[src/rtl/sprite_pkg.sv]
// Shared constants and the animation state type for the sprite renderer.
// The ROM holds four 20x40 frames of 4-bit palette indices.
package sprite_pkg;

  localparam int SPR_W           = 20;
  localparam int SPR_H           = 40;
  localparam int SPR_FRAME_WORDS = 800;
  localparam int GROUND_Y        = 378;
  localparam int WALK_PERIOD     = 5;

  localparam logic [3:0] TRANSPARENT_IDX = 4'd0;

  typedef enum logic [1:0] {
    IDLE   = 2'd0,
    WALK_A = 2'd1,
    WALK_B = 2'd2,
    JUMP   = 2'd3
  } anim_state_t;

endpackage

[src/rtl/sprite_anim_fsm.sv]
// Animation state machine and walk counter.
// Advances only on a frame edge, comparing the incoming ball position against the latched one.
module sprite_anim_fsm
  import sprite_pkg::*;
(
  input  logic       Clk,
  input  logic       Reset,
  input  logic       frame_edge,
  input  logic [9:0] new_x,
  input  logic [9:0] new_y,
  input  logic [9:0] prev_x,
  output logic [1:0] anim_frame
);

  anim_state_t state, state_next;
  logic [2:0]  count, count_next;
  logic        x_moved;

  always_ff @(posedge Clk) begin
    if (Reset) begin
      state <= IDLE;
      count <= 3'd0;
    end else begin
      state <= state_next;
      count <= count_next;
    end
  end

  // Leaving the ground overrides every walk rule.
  always_comb begin
    state_next = state;
    count_next = count;
    x_moved    = (new_x != prev_x);
    if (frame_edge) begin
      if (new_y < 10'(GROUND_Y)) begin
        state_next = JUMP;
        count_next = 3'd0;
      end else begin
        case (state)
          IDLE: begin
            state_next = x_moved ? WALK_A : IDLE;
            count_next = 3'd0;
          end
          WALK_A, WALK_B: begin
            if (x_moved) begin
              if (count == 3'(WALK_PERIOD - 1)) begin
                count_next = 3'd0;
                state_next = (state == WALK_A) ? WALK_B : WALK_A;
              end else begin
                count_next = count + 3'd1;
              end
            end else begin
              state_next = IDLE;
              count_next = 3'd0;
            end
          end
          JUMP: begin
            state_next = x_moved ? WALK_A : IDLE;
            count_next = 3'd0;
          end
          default: begin
            state_next = IDLE;
            count_next = 3'd0;
          end
        endcase
      end
    end
  end

  assign anim_frame = state;

endmodule

[src/rtl/sprite_render.sv]
// Sprite renderer: per-frame shadow latch, bounding-box hit test, ROM addressing
// and a hit flag that travels alongside the ROM read.
module sprite_render
  import sprite_pkg::*;
(
  input  logic        Clk,
  input  logic        Reset,
  input  logic        vsync,
  input  logic [9:0]  BallX,
  input  logic [9:0]  BallY,
  input  logic [9:0]  BallSX,
  input  logic [9:0]  BallSY,
  input  logic [9:0]  DrawX,
  input  logic [9:0]  DrawY,
  input  logic        blank,
  output logic [11:0] rom_addr,
  input  logic [3:0]  rom_data,
  output logic        pixel_on,
  output logic [3:0]  pixel_idx,
  output logic [1:0]  anim_frame
);

  logic       vsync_q;
  logic       frame_edge;
  logic [9:0] shadow_x, shadow_y, shadow_sx, shadow_sy;

  logic signed [11:0] box_left, box_top, box_right, box_bottom;
  logic signed [11:0] px, py, col, row;
  logic               in_box, hit;
  logic [11:0]        addr_calc;
  logic               hit_d1, hit_d2;

  assign frame_edge = vsync & ~vsync_q;

  // Rendering only ever sees the shadow copy, so the ball cannot tear mid-frame.
  always_ff @(posedge Clk) begin
    if (Reset) begin
      vsync_q   <= 1'b0;
      shadow_x  <= 10'd0;
      shadow_y  <= 10'd0;
      shadow_sx <= 10'd0;
      shadow_sy <= 10'd0;
    end else begin
      vsync_q <= vsync;
      if (frame_edge) begin
        shadow_x  <= BallX;
        shadow_y  <= BallY;
        shadow_sx <= BallSX;
        shadow_sy <= BallSY;
      end
    end
  end

  sprite_anim_fsm u_anim (
    .Clk        (Clk),
    .Reset      (Reset),
    .frame_edge (frame_edge),
    .new_x      (BallX),
    .new_y      (BallY),
    .prev_x     (shadow_x),
    .anim_frame (anim_frame)
  );

  // Box edges carry two guard bits so X+SX never wraps and X-SX may go negative.
  always_comb begin
    box_left   = $signed({2'b00, shadow_x}) - $signed({2'b00, shadow_sx});
    box_top    = $signed({2'b00, shadow_y}) - $signed({2'b00, shadow_sy});
    box_right  = $signed({2'b00, shadow_x}) + $signed({2'b00, shadow_sx});
    box_bottom = $signed({2'b00, shadow_y}) + $signed({2'b00, shadow_sy});
    px         = $signed({2'b00, DrawX});
    py         = $signed({2'b00, DrawY});
    col        = px - box_left;
    row        = py - box_top;
    in_box     = (px >= box_left) && (px < box_right) &&
                 (py >= box_top)  && (py < box_bottom) && blank;
    hit        = in_box && (col < $signed(12'(SPR_W))) && (row < $signed(12'(SPR_H)));
    addr_calc  = 12'(anim_frame) * 12'(SPR_FRAME_WORDS) +
                 12'(row) * 12'(SPR_W) + 12'(col);
  end

  always_ff @(posedge Clk) begin
    if (Reset) begin
      hit_d1   <= 1'b0;
      hit_d2   <= 1'b0;
      rom_addr <= 12'd0;
    end else begin
      hit_d1   <= hit;
      hit_d2   <= hit_d1;
      rom_addr <= hit ? addr_calc : 12'd0;
    end
  end

  assign pixel_on  = hit_d2 && (rom_data != TRANSPARENT_IDX);
  assign pixel_idx = pixel_on ? rom_data : TRANSPARENT_IDX;

endmodule

[config.mk]
export PLATFORM = sky130hd
export DESIGN_NAME = sprite_render
export DESIGN_NICKNAME = d
export VERILOG_FILES = /design/src/rtl/sprite_pkg.sv /design/src/rtl/sprite_anim_fsm.sv /design/src/rtl/sprite_render.sv
export SDC_FILE = /design/constraint.sdc
export NUM_CORES = 1
export LEC_CHECK = 0
export ABC_AREA = 1
export BUFFER_PORTS_ARGS = -buffer_cell sky130_fd_sc_hd__buf_4
export CAP_MARGIN = 40
export CORE_MARGIN = 4
export CORE_UTILIZATION = 40
export CTS_CLUSTER_SIZE = 12
export DETAILED_ROUTE_END_ITERATION = 12
export GPL_ROUTABILITY_DRIVEN = 0
export PLACE_DENSITY = 0.61
export SKIP_LAST_GASP = 1
export SYNTH_ARGS = -nofsm -noshare
export SYNTH_HDL_FRONTEND = slang
export SYNTH_SLANG_ARGS = --single-unit
[constraint.sdc]
create_clock -name Clk -period 5.95 [get_ports Clk]
set_input_delay 0.595 -clock Clk [delete_from_list [all_inputs] [get_ports Clk]]
set_output_delay 0.595 -clock Clk [all_outputs]
set_load 0.005 [all_outputs]
==> metrics, run 1 <==
outcome finished, final reports clean; CTS tree done; Fin. Hold Viols 0; post-synthesis xor/xnor area fraction 6.430%; DRT Pass-1 Iters 5; DR iter-0 viols ~380; Post-Synthesis Cells 1,015; Setup Skew around 0.0060 ns; Sw Ratio 52.98%; crit-path max FO 5; CP Class flip-flop to flip-flop; final setup vio count 0; CP Data Required Time 6.17 ns; P_int between 0.002 and 0.0025 W; worst reg2reg path startpoint shadow_y[0]$_SDFFE_PP0P_; CP Capture Type flip-flop; Total Neg Setup Slack 0 ns; Clk pwr share 12.4%; Port Buffers 86; CP delay by family, top adder cells; grt total ovfl 0; Final WS setup 0.4774 ns; maximum cell stage delay along the critical path 0.53 ns; final core utilization 47.78%; area leader, netlist ha_1; Startpoint Class flip-flop; number of synthesis warnings 0; Initial Util 40.95%; post-synthesis mux area share 0%; CP most frequent cell nand2_1; DP HPWL 13.93 mm; Max Buffers Root-to-Sink 2; DRC viols 0; H-tree levels 3; share of the synthesized area in the top cell type between 10% and 20%; global-route wire length before repair 27.74 mm; sequential area share after synthesis 17.69%; VDD IR max 481.7 µV; cell count of the worst reg-to-reg path 34; NetSw around 0.0023 W; io pins 87; max cap viols 0; Comb power frac just under 80%; synthesized flop and latch total 60; unrepaired setup endpoints after global routing false; # Post-CTS Setup Buffers 0; Pwr per Cell Area 537.1 nW/µm²; Synth Area in Adders 23.73%; Synth-to-Final Area Change 16.67%; r2r setup slk 0.48 ns; Leakage Power around 4.3 nW; hold buffers post-CTS 0; dpl ws 0.5062 ns; routed vias roughly 6,300; nets 1,277; Core Rows 47; largest family of logic cells by synthesized area simple AND/OR/NAND/NOR gates; Crit. Startpoint shadow_y[0]$_SDFFE_PP0P_; Routed WL 16.36 mm; library cells used by synthesis 40; Critical Path AT 5.69 ns; Simple-Gate Fraction of Synth Area 27.16%; Final ANT Viol Nets 0; Total GRT Usage 17.21%; total CTS buffers 9; share of cells above drive strength 1 13.27%; FF-to-FF End rom_addr[11]$_SDFF_PP0_; sequential power share between 10% and 20%; period utilisation layout approximately nine tenths; CTS sink cnt 60; initial antenna violation count 0; finished layout cell area 7924 µm²; Worst Setup EP rom_addr[11]$_SDFF_PP0_; Max Fclk roughly 0.18 GHz; Horiz. Die Dim 138.3 µm; Period minus WS final 5.473 ns; largest net degree at the start of global routing between 40 and 50; worst hold path class flip-flop to flip-flop; DIE HEIGHT ~140 µm; core area 16,580 µm²; clk root buf clkbuf_16; total power 0.004256 W; compound-gate portion of the synthesized area 13.41%; die footprint 19,130 µm²; CP Depth 34; Post-DP Area 7621 µm²; Net Count, Synth 1,204; Syn Area/Cell 6.691 µm²; CTS clk-pin slew, worst paths 0.06 ns; vias per inst around 4.8; routed length per placed instance 12.46 µm; ANT cells 0; CP Buf/Inv Count 3; worst slew pin tran 0.6235 ns; Relative slew margins around 58%; synthesized cell area about 6800 µm²; slowest stage cell, crit path fa_1; number of global-route vias before repair around 6,000; leading post-synthesis cells by cell area ha_1 20%, dfxtp_1 18%, nand2_1 12%, inv_1 9.0%, a21oi_1 6.2%; Slew Limit Fails 0; Clk Latency, worst-skew pair 0.33 ns
==> placed cells by master (no fill, tap or decap), types with 4 or more instances in the layout <==
master and instances:
nand3_1 51, xor2_1 41, dfxtp_1 60, xnor2_1 7
a21oi_1 84, nand3b_1 8, clkbuf_16 9, nand4_1 8
nand2_1 222, o21ai_0 67, nand2_2 10, inv_2 10
a21o_1 4, nand3_2 4, nor4_1 4, nor3_1 10
ha_1 108, a31oi_1 6, nor2_4 9, inv_1 162
nor2_1 77, buf_4 88, fa_1 13
==> kinds of logic (layout without fill, tap and decap cells) <==
family / after synthesis / count (layout)
AOI/OAI and AO/OA: 172 / 172
xor gates and xnor gates: 49 / 49
adders and majority gates: 121 / 121
buffers and inverters: 201 / 279
DFF: 60 / 60
and+or+nand+nor: 412 / 412
==> synthesized netlist by cell type, drive strengths merged <==
cell,n
o21bai,1
clkbuf,13
nand3,55
nor3b,2
ha,108
dfxtp,60
o31ai,2
nand3b,8
nor2,89
a31oi,6
and3,2
clkinv,2
o311ai,1
fa,13
buf,14
a21o,4
o2111ai,3
o21a,1
xnor2,7
inv,172
nor3,11
xor2,42
o41ai,1
o21ai,68
nand2,232
nor4,4
nand4,9
a21oi,85
==> how the worst min path moves through the flow <==
stage               cells past startpoint  slack [ns]              start           endpoint
floorplan                               2        0.39  hit_d1$_SDFF_PP0_  hit_d2$_SDFF_PP0_
global placement                        2        0.40  hit_d1$_SDFF_PP0_  hit_d2$_SDFF_PP0_
detailed placement                      2        0.41  hit_d1$_SDFF_PP0_  hit_d2$_SDFF_PP0_
CTS                                     2        0.41  hit_d1$_SDFF_PP0_  hit_d2$_SDFF_PP0_
global route                            2        0.44  hit_d1$_SDFF_PP0_  hit_d2$_SDFF_PP0_
finish                                  2        0.40  hit_d1$_SDFF_PP0_  hit_d2$_SDFF_PP0_
==> layer usage <==
metal / part of all wire (%) / vias up / global-route usage, %
met4: 1.0 / 0 / 4.004
met2: 43 / 139 / 27.11
li1: - / 3396 / -
met1: 51 / 2733 / 24.61
met5: 0 / - / 0
met3: 4.5 / 12 / 3.004
==> power groups by stage <==
stage	Sequential, W	Combinational, W	Clock, W
2_1_floorplan	0.000453	0.00272	0
3_3_place_gp	0.000459	0.00327	0
3_5_place_dp	0.000460	0.00328	0
4_1_cts	0.000451	0.00330	0.000542
5_1_grt	0.000454	0.00381	0.000554
6_report	0.000451	0.00327	0.000530
==> stage by stage <==
step | instances | hold slack, ns
floorplan | 1015 | 0.3883
global placement | 1296 | 0.3972
detailed placement | 1297 | 0.4058
CTS | 1313 | 0.4108
global route | 1313 | 0.4352
finish | 1313 | 0.3997
==> cell type report <==
cell class | count | area, µm²
clock buffers | 10 | 239.0
clock inverters | 6 | 63.81
multi-input cells | 754 | 4803
well taps | 220 | 275.3
flip-flops and latches | 60 | 1201
inverters | 174 | 653.1
fillers | 1716 | 8660
repair buffers | 89 | 688.2
==> flip-flops by register name, summed over array words and instances (netlist names) <==
name,flops
hit_d1,1
hit_d2,1
rom_addr,12
shadow_sx,10
shadow_sy,10
shadow_x,10
shadow_y,10
u_anim.anim_frame,2
u_anim.count,3
vsync_q,1
==> tightest hold or removal path, delay by kind of cell (launching register included) <==
| kind | cells | cell delay (ns) |
|---|---|---|
| flops | 1 | 0.30 |
| simple gates | 1 | 0.03 |
| buf+inv | 1 | 0.04 |
==> repair_timing <==
action	in CTS	in global routing
hold endpoints to repair	0	0
setup endpoints to repair	0	1
gates resized for setup	0	1
Power figures use the tool's default switching activity.
==> run 2, diff against run 1 <==
--- a/config.mk
+++ b/config.mk
@@ -5,7 +5,6 @@
 export SDC_FILE = /design/constraint.sdc
 export NUM_CORES = 1
 export LEC_CHECK = 0
-export ABC_AREA = 1
 export BUFFER_PORTS_ARGS = -buffer_cell sky130_fd_sc_hd__buf_4
 export CAP_MARGIN = 40
 export CORE_MARGIN = 4
==> run 2 against run 1 <==
Against the previous run:
- clock-buffer cell count grew 1
- non-clock buffer count is 1 lower
- synthesized cell count shrank 21%
- wire length down 12%
- via count down 16%
- combinational power decreased by 16%
- register-to-register slack improved by 0.02 ns
- critical path type unchanged
- sequential power is 2% lower
- flip-flop and latch count unchanged
- critical path depth decreased by 8
- design area shrank 5.9%
==> metrics, run 2 <==
routed vias 5,292 (-16%); io pins 87 (unchanged); global-route wire length before repair 24.64 mm (-11%); core area 15,370 µm² (-7.3%); Net Count, Synth 987 (-18%); number of synthesis warnings 0 (unchanged); die footprint 17,890 µm² (-6.5%); GR peak layer met2; routed length per placed instance 13.33 µm (+7.0%); # fillers 1,558 (-9.2%); grt total ovfl 0 (unchanged); Fin. Hold Viols 0 (unchanged); VDD IR max 389.9 µV (-19%); max cap viols 0 (unchanged); worst hold path class flip-flop to flip-flop; Port Buffers 86 (unchanged); Post-DP Area 7122 µm² (-6.6%); CTS tree done; Startpoint Class flip-flop; library cells used by synthesis 61 (+53%); share of cells above drive strength 1 14.12% (+0.86 points); leading post-synthesis cells by cell area ha_1 21%, dfxtp_1 19%, a21oi_1 7.0%, xnor2_1 6.5%, nand2_1 6.3%; met3 Use GR 2.832% (-0.17 points); Period minus WS final 5.455 ns (-0.01749 ns); final setup vio count 0 (unchanged); Largest Register rom_addr; worst slew pin tran 0.7487 ns (+0.1252 ns); Seq. cell area 1201 µm² (unchanged); crit-path max FO 7 (+2); largest net degree at the start of global routing 48 (unchanged); Crit. Startpoint shadow_y[0]$_SDFFE_PP0P_; initial antenna violation count 0 (unchanged); sequential area share after synthesis 18.99% (+1.3 points); finished layout cell area 7453 µm² (-5.9%); Clk Latency, worst-skew pair 0.34 ns (about the same); number of global-route vias before repair 5,232 (-13%); Relative slew margins 49.63% (-8.3 points); GR Util met2 24.34% (-2.8 points); max FFs per register 12 (unchanged); Syn Area/Cell 7.924 µm² (+18%); Total Neg Setup Slack 0 ns (unchanged); most frequent cells in the layout 107 x ha_1, 106 x nand2_1, 88 x buf_4; nets 1,056 (-17%); r2r setup slk 0.49 ns (+0.02 ns); Final ANT Viol Nets 0 (unchanged); period utilisation layout 91.68% (-0.29 points); hold path startpoint hit_d1$_SDFF_PP0_; Total GRT Usage 16.70% (-0.51 points); Worst Setup EP rom_addr[11]$_SDFF_PP0_; most instantiated library cell after synthesis ha_1; Critical Path AT 5.66 ns (-0.03 ns); synthesized cell area 6324 µm² (-6.9%); final core utilization 48.49% (+0.71 points); ANT cells 0 (unchanged); Max Fclk 0.1833 GHz (+0.32%); area leader, netlist ha_1; Post-Synthesis Cells 798 (-21%); DIE HEIGHT 133.7 µm (-3.3%); CP Data Required Time 6.15 ns (-0.02 ns); CTS sink cnt 60 (unchanged); Post-synth top cells 108 x ha_1, 106 x nand2_1, 88 x a21oi_1; Synth-to-Final Area Change 17.87%; grt met1 use 24.10% (-0.51 points); Max Buffers Root-to-Sink 2 (unchanged); unrepaired setup endpoints after global routing false; DRT Pass-1 Iters 4 (-1); Setup Skew 0.008158 ns (+0.002129 ns); FF-to-FF End rom_addr[11]$_SDFF_PP0_; commonest non-fill, non-tap cell in the layout ha_1; outcome finished, final reports clean; Pwr per Cell Area 507.0 nW/µm² (-5.6%); Core Rows 45 (-4.3%); total CTS buffers 9 (unchanged); Routed WL 14.42 mm (-12%); Horiz. Die Dim 133.7 µm (-3.3%); H-tree levels 3 (unchanged); DR iter-0 viols 254 (-32%); DRC viols 0 (unchanged); clk root buf clkbuf_16; CP Class flip-flop to flip-flop; cell count of the worst reg-to-reg path 26 (-24%); CTS clk-pin slew, worst paths 0.06 ns (about the same); CP Capture Type flip-flop; worst reg2reg path startpoint shadow_y[0]$_SDFFE_PP0P_; Slew Limit Fails 0 (unchanged); async set or reset register ratio after synthesis 0% (unchanged); Leakage Power 3.476 nW (-19%); DP HPWL 11.70 mm (-16%); share of the synthesized area in the top cell type 21.37% (+1.5 points); # Post-CTS Setup Buffers 0 (unchanged); Initial Util 41.14% (+0.19 points); vias per inst 4.891 (+2.3%); footprint of the multi-input gates 4747 µm² (-1.2%); number of enable flip-flop cells after synthesis 0 (unchanged); top_reg_cell synth dfxtp_1; synthesized flop and latch total 60 (unchanged)
-- run 2: cell families (layout without fill, tap and decap cells) --
logic type | count (synthesis) | count (layout) | share of synthesized area [%]
muxes | 2 | 2 | 0.3364
adders and majority gates | 121 | 121 | 25.48
xor gates and xnor gates | 71 | 71 | 10.05
DFF | 60 | 60 | 18.99
and+or+nand+nor | 234 | 234 | 16.94
buffers and inverters | 98 | 171 | 6.074
AOI/OAI and AO/OA | 212 | 212 | 22.12
-- run 2: per-stage QoR --
stage | power, W | setup WS, ns | hold slack (ns) | instances
CTS | 0.003820 | 0.4224 | 0.4514 | 1082
global route | 0.004220 | 0.04160 | 0.4711 | 1082
floorplan | 0.002767 | 0.8531 | 0.4138 | 798
global placement | 0.003195 | 0.5800 | 0.4209 | 1067
detailed placement | 0.003206 | 0.4305 | 0.4386 | 1067
finish | 0.003779 | 0.4949 | 0.4408 | 1082
-- run 2: how the worst min path moves through the flow --
stage,end,slack [ns],cells past startpoint
CTS,hit_d2$_SDFF_PP0_,0.45,1
global placement,hit_d2$_SDFF_PP0_,0.42,1
global route,hit_d2$_SDFF_PP0_,0.47,1
floorplan,hit_d2$_SDFF_PP0_,0.41,1
detailed placement,hit_d2$_SDFF_PP0_,0.44,1
finish,hit_d2$_SDFF_PP0_,0.44,1
-- run 2: report_power, final --
part,switching [W],leakage [nW],internal [W]
logic,0.00143,2.83,0.00132
registers,0.0000206,0.491,0.000421
clock network,0.000200,0.158,0.000386
-- run 2: layout make-up --
class                   instances  share of cell area, %
clock inverters                 4                 0.9736
flip-flops and latches         60                  16.12
inverters                      68                  3.425
clock buffers                  11                  3.391
repair buffers                 88                  8.864
well taps                     211                  3.542
multi-input cells             640                  63.69
-- run 2: metal layers --
| layer | vias to the layer above | part of all wire (%) |
|---|---|---|
| li1 | 2886 | - |
| met1 | 2315 | 52 |
| met2 | 81 | 42 |
| met3 | 10 | 3.5 |
| met4 | 0 | 1.8 |
| met5 | - | 0 |
-- run 2: timing repair --
item,in CTS,in global routing
hold buffers,0,0
gates resized for setup,0,2
endpoints found under the setup margin,0,1
-- run 2: worst max-delay path, cell delays in order (launching register included) --
cell and delay, ns:
dfxtp_1 0.35, inv_1 0.05, ha_1 0.24, fa_1 0.40, nand2b_1 0.17, nand2_1 0.07
a21oi_1 0.07, xor2_1 0.16, ha_2 0.40, nand2_1 0.14, a211oi_2 0.25, nor2_1 0.10
xnor2_1 0.20, ha_1 0.27, ha_1 0.35, a21oi_2 0.18, o21bai_1 0.08, a21oi_1 0.18
xor2_1 0.12, fa_1 0.44, xnor2_1 0.14, xnor2_1 0.18, xnor2_1 0.14, xnor3_1 0.25
xnor2_1 0.18, xnor2_1 0.14, nor2_1 0.06
